<file path="src/rtl/decoder_onehot_seq.sv">
// decoder_onehot_seq: registered address-to-one-hot decoder with valid/ready load and sticky range error.
// Define DECODER_SCAN_EN to add the auto-scan mode (SCAN state, dwell counter, o_wrap).
module decoder_onehot_seq #(
  parameter int AW      = 3,
  parameter int NUM_OUT = 6,
  parameter int DWELL   = 4
) (
  input  logic               i_clk,
  input  logic               i_rst,
  input  logic               i_en,
  input  logic               i_mode,
  input  logic               i_valid,
  output logic               o_ready,
  input  logic [AW-1:0]      i_a,
  input  logic               i_err_clr,
  output logic [NUM_OUT-1:0] o_y,
  output logic [AW-1:0]      o_idx,
  output logic               o_err,
  output logic               o_wrap
);

  if (NUM_OUT < 2 || NUM_OUT > (1 << AW)) begin : g_bad_num_out
    $error("decoder_onehot_seq: NUM_OUT must lie in 2 .. 2**AW");
  end
  if (DWELL < 1) begin : g_bad_dwell
    $error("decoder_onehot_seq: DWELL must be at least 1");
  end

  localparam logic [AW-1:0]      LAST_IDX = AW'(NUM_OUT - 1);
  localparam logic [NUM_OUT-1:0] BIT0     = NUM_OUT'(1);

  logic scan_mode;
  logic load;
  logic in_range;

`ifdef DECODER_SCAN_EN
  localparam int CW = (DWELL > 1) ? $clog2(DWELL) : 1;

  typedef enum logic [1:0] {IDLE, DIRECT, SCAN} state_t;

  state_t        state;
  logic [CW-1:0] cnt;

  assign scan_mode = i_mode;
`else
  // Without scan support the mode input has no effect on anything.
  assign scan_mode = i_mode & 1'b0;
`endif

  assign o_ready  = i_en & ~scan_mode & ~i_rst;
  assign load     = i_valid & o_ready;
  // One extra bit so the compare also works when NUM_OUT == 2**AW.
  assign in_range = {1'b0, i_a} < (AW+1)'(NUM_OUT);

  // NOTE: state and outputs use non-blocking assignments so every register
  // samples the pre-edge values regardless of statement order.
  always_ff @(posedge i_clk or posedge i_rst) begin
    if (i_rst) begin
      o_y    <= '0;
      o_idx  <= '0;
      o_err  <= 1'b0;
      o_wrap <= 1'b0;
`ifdef DECODER_SCAN_EN
      state  <= IDLE;
      cnt    <= '0;
`endif
    end else begin
      o_wrap <= 1'b0;
      // Set wins over clear when both happen in the same cycle.
      o_err  <= (load & ~in_range) | (o_err & ~i_err_clr);

      if (!i_en) begin
        o_y   <= '0;
        o_idx <= '0;
`ifdef DECODER_SCAN_EN
        state <= IDLE;
        cnt   <= '0;
`endif
      end else if (load) begin
        if (in_range) begin
          o_y   <= BIT0 << i_a;
          o_idx <= i_a;
`ifdef DECODER_SCAN_EN
          state <= DIRECT;
`endif
        end
      end
`ifdef DECODER_SCAN_EN
      else if (i_mode && state != SCAN) begin
        state <= SCAN;
        o_y   <= BIT0;
        o_idx <= '0;
        cnt   <= '0;
      end else if (state == SCAN) begin
        if (!i_mode) begin
          state <= DIRECT;
        end else if (cnt == CW'(DWELL - 1)) begin
          cnt <= '0;
          if (o_idx == LAST_IDX) begin
            o_idx  <= '0;
            o_y    <= BIT0;
            o_wrap <= 1'b1;
          end else begin
            o_idx <= o_idx + AW'(1);
            o_y   <= o_y << 1;
          end
        end else begin
          cnt <= cnt + CW'(1);
        end
      end
`endif
    end
  end

endmodule

</file>
<file path="config.mk">
export PLATFORM = sky130hd
export DESIGN_NAME = decoder_onehot_seq
export DESIGN_NICKNAME = d
export VERILOG_FILES = /design/src/rtl/decoder_onehot_seq.sv
export SDC_FILE = /design/constraint.sdc
export NUM_CORES = 1
export LEC_CHECK = 0
export CELL_PAD_IN_SITES_DETAIL_PLACEMENT = 0
export CELL_PAD_IN_SITES_GLOBAL_PLACEMENT = 2
export CORE_UTILIZATION = 26
export CTS_BUF_LIST = sky130_fd_sc_hd__clkbuf_8
export DETAILED_ROUTE_END_ITERATION = 12
export PLACE_DENSITY = 0.81
export SLEW_MARGIN = 40
export SYNTH_ARGS = -nofsm -noshare
export SYNTH_HDL_FRONTEND = slang
export SYNTH_SLANG_ARGS = --single-unit
</file>
<file path="constraint.sdc">
create_clock -name i_clk -period 1.5 [get_ports i_clk]
set_clock_uncertainty 0.05 [all_clocks]
set_input_delay 0.3 -clock i_clk [delete_from_list [all_inputs] [get_ports i_clk]]
set_output_delay 0.3 -clock i_clk [all_outputs]
set_load 0.02 [all_outputs]
</file>
# == After elaboration in Yosys (flattened, before gate mapping) ==
# Cells that the tools add are included.
# word_totals
latchBits,0
rom_bits,0
output_inout_bits,12
reg_bits,10
word_cells,22
mem_count,0
inputBits,9
ram_bits,0
# classes
shift,1
eq_ne,2
bitwise,8
reduce_logical,1
mul,0
magnitude_cmp,1
div,0
addsub,0
mux,6
# op_table
cell,n
6-bit two-way mux,3
3-bit two-way mux,3
"1-bit by 3-bit << shifter with 6-bit output, first input constant",1
1-bit AND,4
"2-bit by 1-bit != test with 1-bit output, second input constant",2
"3-bit < comparator, second input constant",1
1-bit NOT,3
2-bit AND reduction,1
1-bit bitwise OR,1

# == Depth between registers and ports, before layout ==
# Gate-level depths: netlist of run 1.
# depth
ltp_word,5
ltp_mapped,3
ltp_nobuf,3

# == Worst setup path after synthesis of run 1 ==
# Ideal clock, no wire load.
# synth_timing
path_kind,input -> output
startpoint,input port i_en
endpoint,output port o_ready
cell_stages,3
arrival_time_ps,863
path_slack_ps,287
t_required_ps,1150
n_path_buf,1
path_cell_list,buf_2 -> inv_1 -> nor2_1
# synth_between
elab_chain_cells,1
# synth_rtl
item,line_no,rtl
from (decl),10,"input logic i_en,"
1-bit AND,50,assign o_ready = i_en & ~scan_mode & ~i_rst;
to (decl),13,"output logic o_ready,"
# Every way passes these cells.

# == Worst setup path in the final report of run 1 ==
# Same ends and word-level chain as after synthesis.

==> results of run 1 <==
## cell usage after synthesis
cell type	instances
o32ai_2	1
nor2_1	3
mux2i_1	1
dfrtp_1	10
buf_2	1
nor3_1	2
conb_1	1
o21ai_0	4
nor3b_4	1
inv_1	3
nand4b_1	1
nand2b_2	1
nand2b_1	1
nand3b_1	1
nand3_1	2
a21oi_1	3
nor2_4	1
nor3b_2	1
buf_4	1
nand2_1	6
and2_1	1
o22ai_1	2
## power by group through the flow
| stage | Combinational, mW | Clock, mW | Sequential [mW] |
|---|---|---|---|
| 3_5_place_dp | 0.113 | 0 | 0.286 |
| 5_1_grt | 0.117 | 0.358 | 0.282 |
| 6_report | 0.107 | 0.338 | 0.281 |
| 4_1_cts | 0.107 | 0.349 | 0.281 |
| 2_1_floorplan | 0.0418 | 0 | 0.295 |
| 3_3_place_gp | 0.114 | 0 | 0.286 |
## critical path, stage by stage
cell and delay, ps:
clkdlybuf4s50_1 480, inv_1 60, nor2_1 100, buf_4 150
## final timing paths
| check | start | end | slack [ps] | depth (start not counted) |
|---|---|---|---|---|
| worst max-delay path | i_en | o_ready | 50 | 4 |
| worst min-delay path | o_y[2] | o_y[2] | 470 | 2 |
| worst max register to register | o_idx[2] | o_idx[2] | 790 | 2 |
| worst min register to register | o_y[2] | o_y[2] | 470 | 2 |
| max in group asynchronous | i_rst | o_y[2] | 620 | 3 |
| min in group asynchronous | i_rst | o_y[5] | 490 | 3 |
## stage by stage
stage	TNS [ps]	total power [mW]	cells	hold WS (ps)
final	0	0.727	100	470
after global routing	0	0.757	100	515
after CTS	0	0.737	100	477
after detailed placement	-1000	0.400	96	473
after global placement	-939	0.400	96	467
after floorplan	0	0.337	48	90.2
## sequential cells by signal (all words and copies together) (netlist names)
signal and flops:
o_y 6, o_idx 3, o_err 1
## cell families after synthesis
logic type,after synthesis,synth area share (%)
flip-flops,10,51.5
AO/OA/AOI/OAI,10,13.1
AND/OR/NAND/NOR,21,27.6
multiplexers,1,2.06
other,1,0.772
buffers and inverters,5,4.90
## layout make-up
| cell class | instances | area (sq um) | share of cell area (%) |
|---|---|---|---|
| inverter | 3 | 11.3 | 1.45 |
| sequential | 10 | 250 | 32.2 |
| timing repair buffer | 25 | 218 | 28.0 |
| tap | 25 | 31.3 | 4.03 |
| multi-input combinational | 33 | 211 | 27.2 |
| clock buffer | 4 | 55.1 | 7.09 |
## metal layers
| metal | share of wire (%) | GRT usage (%) | vias to the layer above |
|---|---|---|---|
| met3 | 4.9 | 2.80 | 2 |
| met4 | 1.9 | 12.7 | 0 |
| met5 | 0 | 0 | - |
| met2 | 47 | 19.1 | 18 |
| li1 | - | - | 217 |
| met1 | 46 | 14.2 | 185 |
==> metrics.md, run 1 <==
| Metric | Value |
|---|---|
| Status | `finished clean` |
| WL/cell | `11.2 microns` |
| # port buffers | `18` |
| Placed Area | `737 sq um` |
| Final Hold Vio Count | `0` |
| Die area | `2040 sq um` |
| Critical path type | `input port to output port` |
| H-tree level count | `1` |
| VDD IR max | `0.462 mV` |
| Cell area after layout | `777 sq um` |
| Max-slew violations | `0` |
| CTS Buf Count | `3` |
| Vias per Instance | `4.22` |
| Vias in the first global route | `412` |
| Leakage power | `0.376 nW` |
| GPL Wtd Cong | `0.688` |
| Most frequent cells in the layout | `dfrtp_1, dlygate4sd2_1, buf_4, clkdlybuf4s50_1, nand2_1` |
| TritonCTS clock tree | `yes` |
| Number of max-cap violations | `0` |
| Yosys warning count | `0` |
| Logic pwr share | `14.7%` |
| Yosys top cell by area | `dfrtp_1` |
| Power density cells | `935 nW/um^2` |
| Internal Power | `0.560 mW` |
| Die X | `45.2 microns` |
| CP arrival | `1100 ps` |
| First-pass GRT wire length | `1.72 mm` |
| Resized cells post-CTS | `14` |
| Largest net degree at the start of global routing | `11` |
| Syn avg cell area | `10.1 sq um` |
| RSZ-0062 raised after global routing | `false` |
| Setup WS post-layout | `53.0 ps` |
| Fmax | `0.691 GHz` |
| Syn_nets | `57` |
| CTS Hold Bufs | `0` |
| Initial core utilization | `27.8%` |
| Post-Place Setup Slack | `-399 ps` |
| Cells after Synth | `48` |
| Clock Power Share | `46.5%` |
| Layout cells sized above 1 | `22.7%` |
| Rows | `15` |
| Critical path launch point type | `input port` |
| Fillers | `171` |
| Top cells by area, synth | `dfrtp_1, nand2_1, o21ai_0` |
| WL final | `1.12 mm` |
| Area delta synth->final | `60.1%` |
| Final ANT Viol Nets | `0` |
| Residual DRC | `0` |
| Total track usage | `12.6%` |
| Initial antenna violation count | `0` |
| Die height | `45.2 microns` |
| Longest Clk Path Bufs | `2` |
| Grt ovf | `0` |
| Setup repair bufs after CTS | `0` |
| Area of the core | `1750 sq um` |
| Via count | `422` |
| Final Setup Violations | `0` |
| Register area share after synthesis | `51.5%` |
| Number of diodes | `0` |
| Share of the synthesized area in the top cell type | `51.5%` |
| Setup crit end kind | `output port` |
| Fin crit period | `1450 ps` |
| Iteration-0 DRC count of the detailed router | `13` |
| Sink Count | `10` |
| Flop pwr share | `38.7%` |
| Root buf cell | `clkbuf_8` |
| Net count, final | `85` |
| Critical path required time | `1150 ps` |
| Max FO, Critical Path | `2` |
| Clock Pin Slew Worst Setup and Hold Paths | `50 ps` |
| HPWL Detailed | `805 microns` |
| Post-Syn Area | `485 sq um` |
| Switching Fraction | `23.0%` |
| Post-Route Utilization | `44.5%` |
| Final worst-path cycle share | `96.5%` |
| Clock Latency Late Sink | `230 ps` |
| Yosys cell types | `22` |
| IO Pins | `21` |
| First-pass detailed-route iteration total | `4` |
| Synth Register Bits | `10` |
| Psw | `0.167 mW` |
| Hold/Removal Path Class | `flip-flop to flip-flop` |
Note: power is estimated with default switching activity, not from simulation.
==> run 2: changes to the inputs <==
--- a/config.mk
+++ b/config.mk
@@ -11,6 +11,7 @@
 export CTS_BUF_LIST = sky130_fd_sc_hd__clkbuf_8
 export DETAILED_ROUTE_END_ITERATION = 12
 export PLACE_DENSITY = 0.81
+export RECOVER_POWER = 50
 export SLEW_MARGIN = 40
 export SYNTH_ARGS = -nofsm -noshare
 export SYNTH_HDL_FRONTEND = slang
==> constraint.sdc (replaced) <==
create_clock -name i_clk -period 1.7 [get_ports i_clk]
set_clock_uncertainty 0.05 [all_clocks]
set_input_delay 0.34 -clock i_clk [delete_from_list [all_inputs] [get_ports i_clk]]
set_output_delay 0.34 -clock i_clk [all_outputs]
set_load 0.02 [all_outputs]
==> run 2 against run 1 <==
Net effect:
- register-to-register slack gained 210 ps
- count of clock-buffer cells in the layout shrank 1
- sequential power shrank 11%
- cell area shrank 4.2%
- clock power shrank 29%
- setup slack gained 79 ps
- sequential cell count is the same
- combinational power shrank 14%
- critical path depth shrank 3
- largest cell class unchanged
- largest power group is now registers
==> metrics.md, run 2 (synthesis results as in run 1) <==
| Metric | Value |
|---|---|
| Status | `finished clean` |
| Critical path launch point type | `flip-flop` |
| IO Pins | `21 (unchanged)` |
| Die area | `2040 sq um (unchanged)` |
| Max FFs per register | `6 (unchanged)` |
| Clock Pin Slew Worst Setup and Hold Paths | `40 ps (about the same)` |
| H-tree level count | `1 (unchanged)` |
| Critical path required time | `1310 ps (+160 ps)` |
| Setup crit end kind | `output port` |
| First-pass GRT wire length | `1.73 mm (+0.41%)` |
| Iteration-0 DRC count of the detailed router | `5 (-8)` |
| HPWL Detailed | `856 microns (+6.4%)` |
| Largest net degree at the start of global routing | `11 (unchanged)` |
| CP arrival | `1180 ps (+80 ps)` |
| VDD IR max | `0.614 mV (+33%)` |
| Vias in the first global route | `376 (-8.7%)` |
| Largest Register | `o_y` |
| WL final | `1.11 mm (-1.2%)` |
| Leakage power | `0.305 nW (-19%)` |
| RSZ-0062 raised after global routing | `false` |
| Die height | `45.2 microns (unchanged)` |
| Max FO, Critical Path | `2 (unchanged)` |
| Number of max-cap violations | `0 (unchanged)` |
| Most frequent cells in the layout | `clkdlybuf4s50_1, dfrtp_1, nand2_1, o21ai_0` |
| WL/cell | `11.6 microns (+3.0%)` |
| TritonCTS clock tree | `yes` |
| Area of the core | `1750 sq um (unchanged)` |
| Initial core utilization | `27.8% (unchanged)` |
| Crit path buf inv count | `1 (-2)` |
| Die X | `45.2 microns (unchanged)` |
| Fin crit period | `1570 ps` |
| Cell family with most CP delay | `buffers and inverters` |
| Cell count along the critical path | `1 (-3)` |
| Initial antenna violation count | `0 (unchanged)` |
| Root buf cell | `clkbuf_8` |
| GPL Wtd Cong | `0.685 (-0.48%)` |
| Critical path cell sequence | `clkdlybuf4s50_1` |
| Vias per Instance | `4.30 (+1.9%)` |
| Non-filler cells, final | `96 (-4.0%)` |
| Net count, final | `82 (-3.5%)` |
| Rows | `15 (unchanged)` |
| Fmax | `0.638 GHz` |
| Hold depth | `2 (unchanged)` |
| First-pass detailed-route iteration total | `2 (-2)` |
| Grt ovf | `0 (unchanged)` |
| Total track usage | `12.5% (-0.10 points)` |
| Final worst-path cycle share | `92.3%` |
| Power density cells | `780 nW/um^2 (-17%)` |
| Final Hold Vio Count | `0 (unchanged)` |
| Top Registers | `o_y: 6 flops, o_idx: 3 flops, o_err: 1 flops` |
| Final Setup Violations | `0 (unchanged)` |
| Residual DRC | `0 (unchanged)` |
| Clock Latency Late Sink | `230 ps (about the same)` |
| Longest Clk Path Bufs | `2 (unchanged)` |
| # port buffers | `18 (unchanged)` |
| Hold slack | `479 ps (+8.89 ps)` |
| Layout cells sized above 1 | `15.5% (-7.2 points)` |
| Cells after DPL | `93 (-3.1%)` |
| CTS Buf Count | `3 (unchanged)` |
| R2R depth | `2 (unchanged)` |
| Area delta synth->final | `53.4%` |
| Worst path slowest cell | `clkdlybuf4s50_1` |
| Critical path type | `flip-flop to output port` |
| CP peak stage delay | `600 ps (+120 ps)` |
| Most common cell after layout, fill and taps aside | `clkdlybuf4s50_1` |
| Pwr Total | `0.580 mW (-20%)` |
| Max-slew violations | `0 (unchanged)` |
| Via count | `413 (-2.1%)` |
| Hold/Removal Path Class | `flip-flop to flip-flop` |
| Number of diodes | `0 (unchanged)` |
| Sink Count | `10 (unchanged)` |
| Final ANT Viol Nets | `0 (unchanged)` |
run 2: path summary, 6_finish.rpt:
path	start	to	slack, ps
worst max-delay path	o_idx[0]	o_idx[0]	130
worst min-delay path	o_y[2]	o_y[2]	480
worst max register to register	o_idx[2]	o_idx[2]	1000
worst min register to register	o_y[2]	o_y[2]	480
max in group asynchronous	i_rst	o_y[0]	750
min in group asynchronous	i_rst	o_y[4]	560
run 2: cell type report:
cell class	count	area [sq um]
tap	25	31.3
clock buffer	3	41.3
timing repair buffer	22	201
sequential	10	250
inverter	3	11.3
fill	183	1000
multi-input combinational	33	209
run 2: power by group:
| group | switching (mW) | internal (mW) | leakage (nW) |
|---|---|---|---|
| registers | 0.00315 | 0.246 | 0.138 |
| logic | 0.0488 | 0.0433 | 0.146 |
| clock network | 0.0853 | 0.154 | 0.0216 |
| total | 0.137 | 0.443 | 0.305 |
run 2: metal layers:
layer	global-route usage (%)	wire (microns)
met3	3.60	36
met5	0	0
met2	18.8	540
met1	15.1	500
met4	9.09	34
run 2: what timing repair did:
item | 4_1_cts | 5_1_grt
pin swaps | 0 | 0
hold buffers | 0 | 0
resized for setup | 3 | 1
setup buffers | 0 | 0
setup endpoints to repair | 1 | 1
run 2: per-stage QoR:
stage,utilization [%],TNS [ps],cell area (sq um),setup slack [ps]
global route,42.7,0,744,86.7
floorplan,-,0,485,407
CTS,43.4,0,757,37.0
global placement,40.9,-293,714,-293
detailed placement,40.9,-292,714,-292
finish,42.7,0,744,132
==> run 3: changes to the inputs <==
--- a/config.mk
+++ b/config.mk
@@ -9,9 +9,11 @@
 export CELL_PAD_IN_SITES_GLOBAL_PLACEMENT = 2
 export CORE_UTILIZATION = 26
 export CTS_BUF_LIST = sky130_fd_sc_hd__clkbuf_8
+export CTS_CLUSTER_SIZE = 25
 export DETAILED_ROUTE_END_ITERATION = 12
 export PLACE_DENSITY = 0.81
 export RECOVER_POWER = 50
+export SKIP_LAST_GASP = 1
 export SLEW_MARGIN = 40
 export SYNTH_ARGS = -nofsm -noshare
 export SYNTH_HDL_FRONTEND = slang
==> results of run 3 <==
The final DEF is identical to that of run 2; final timing and power are the same.
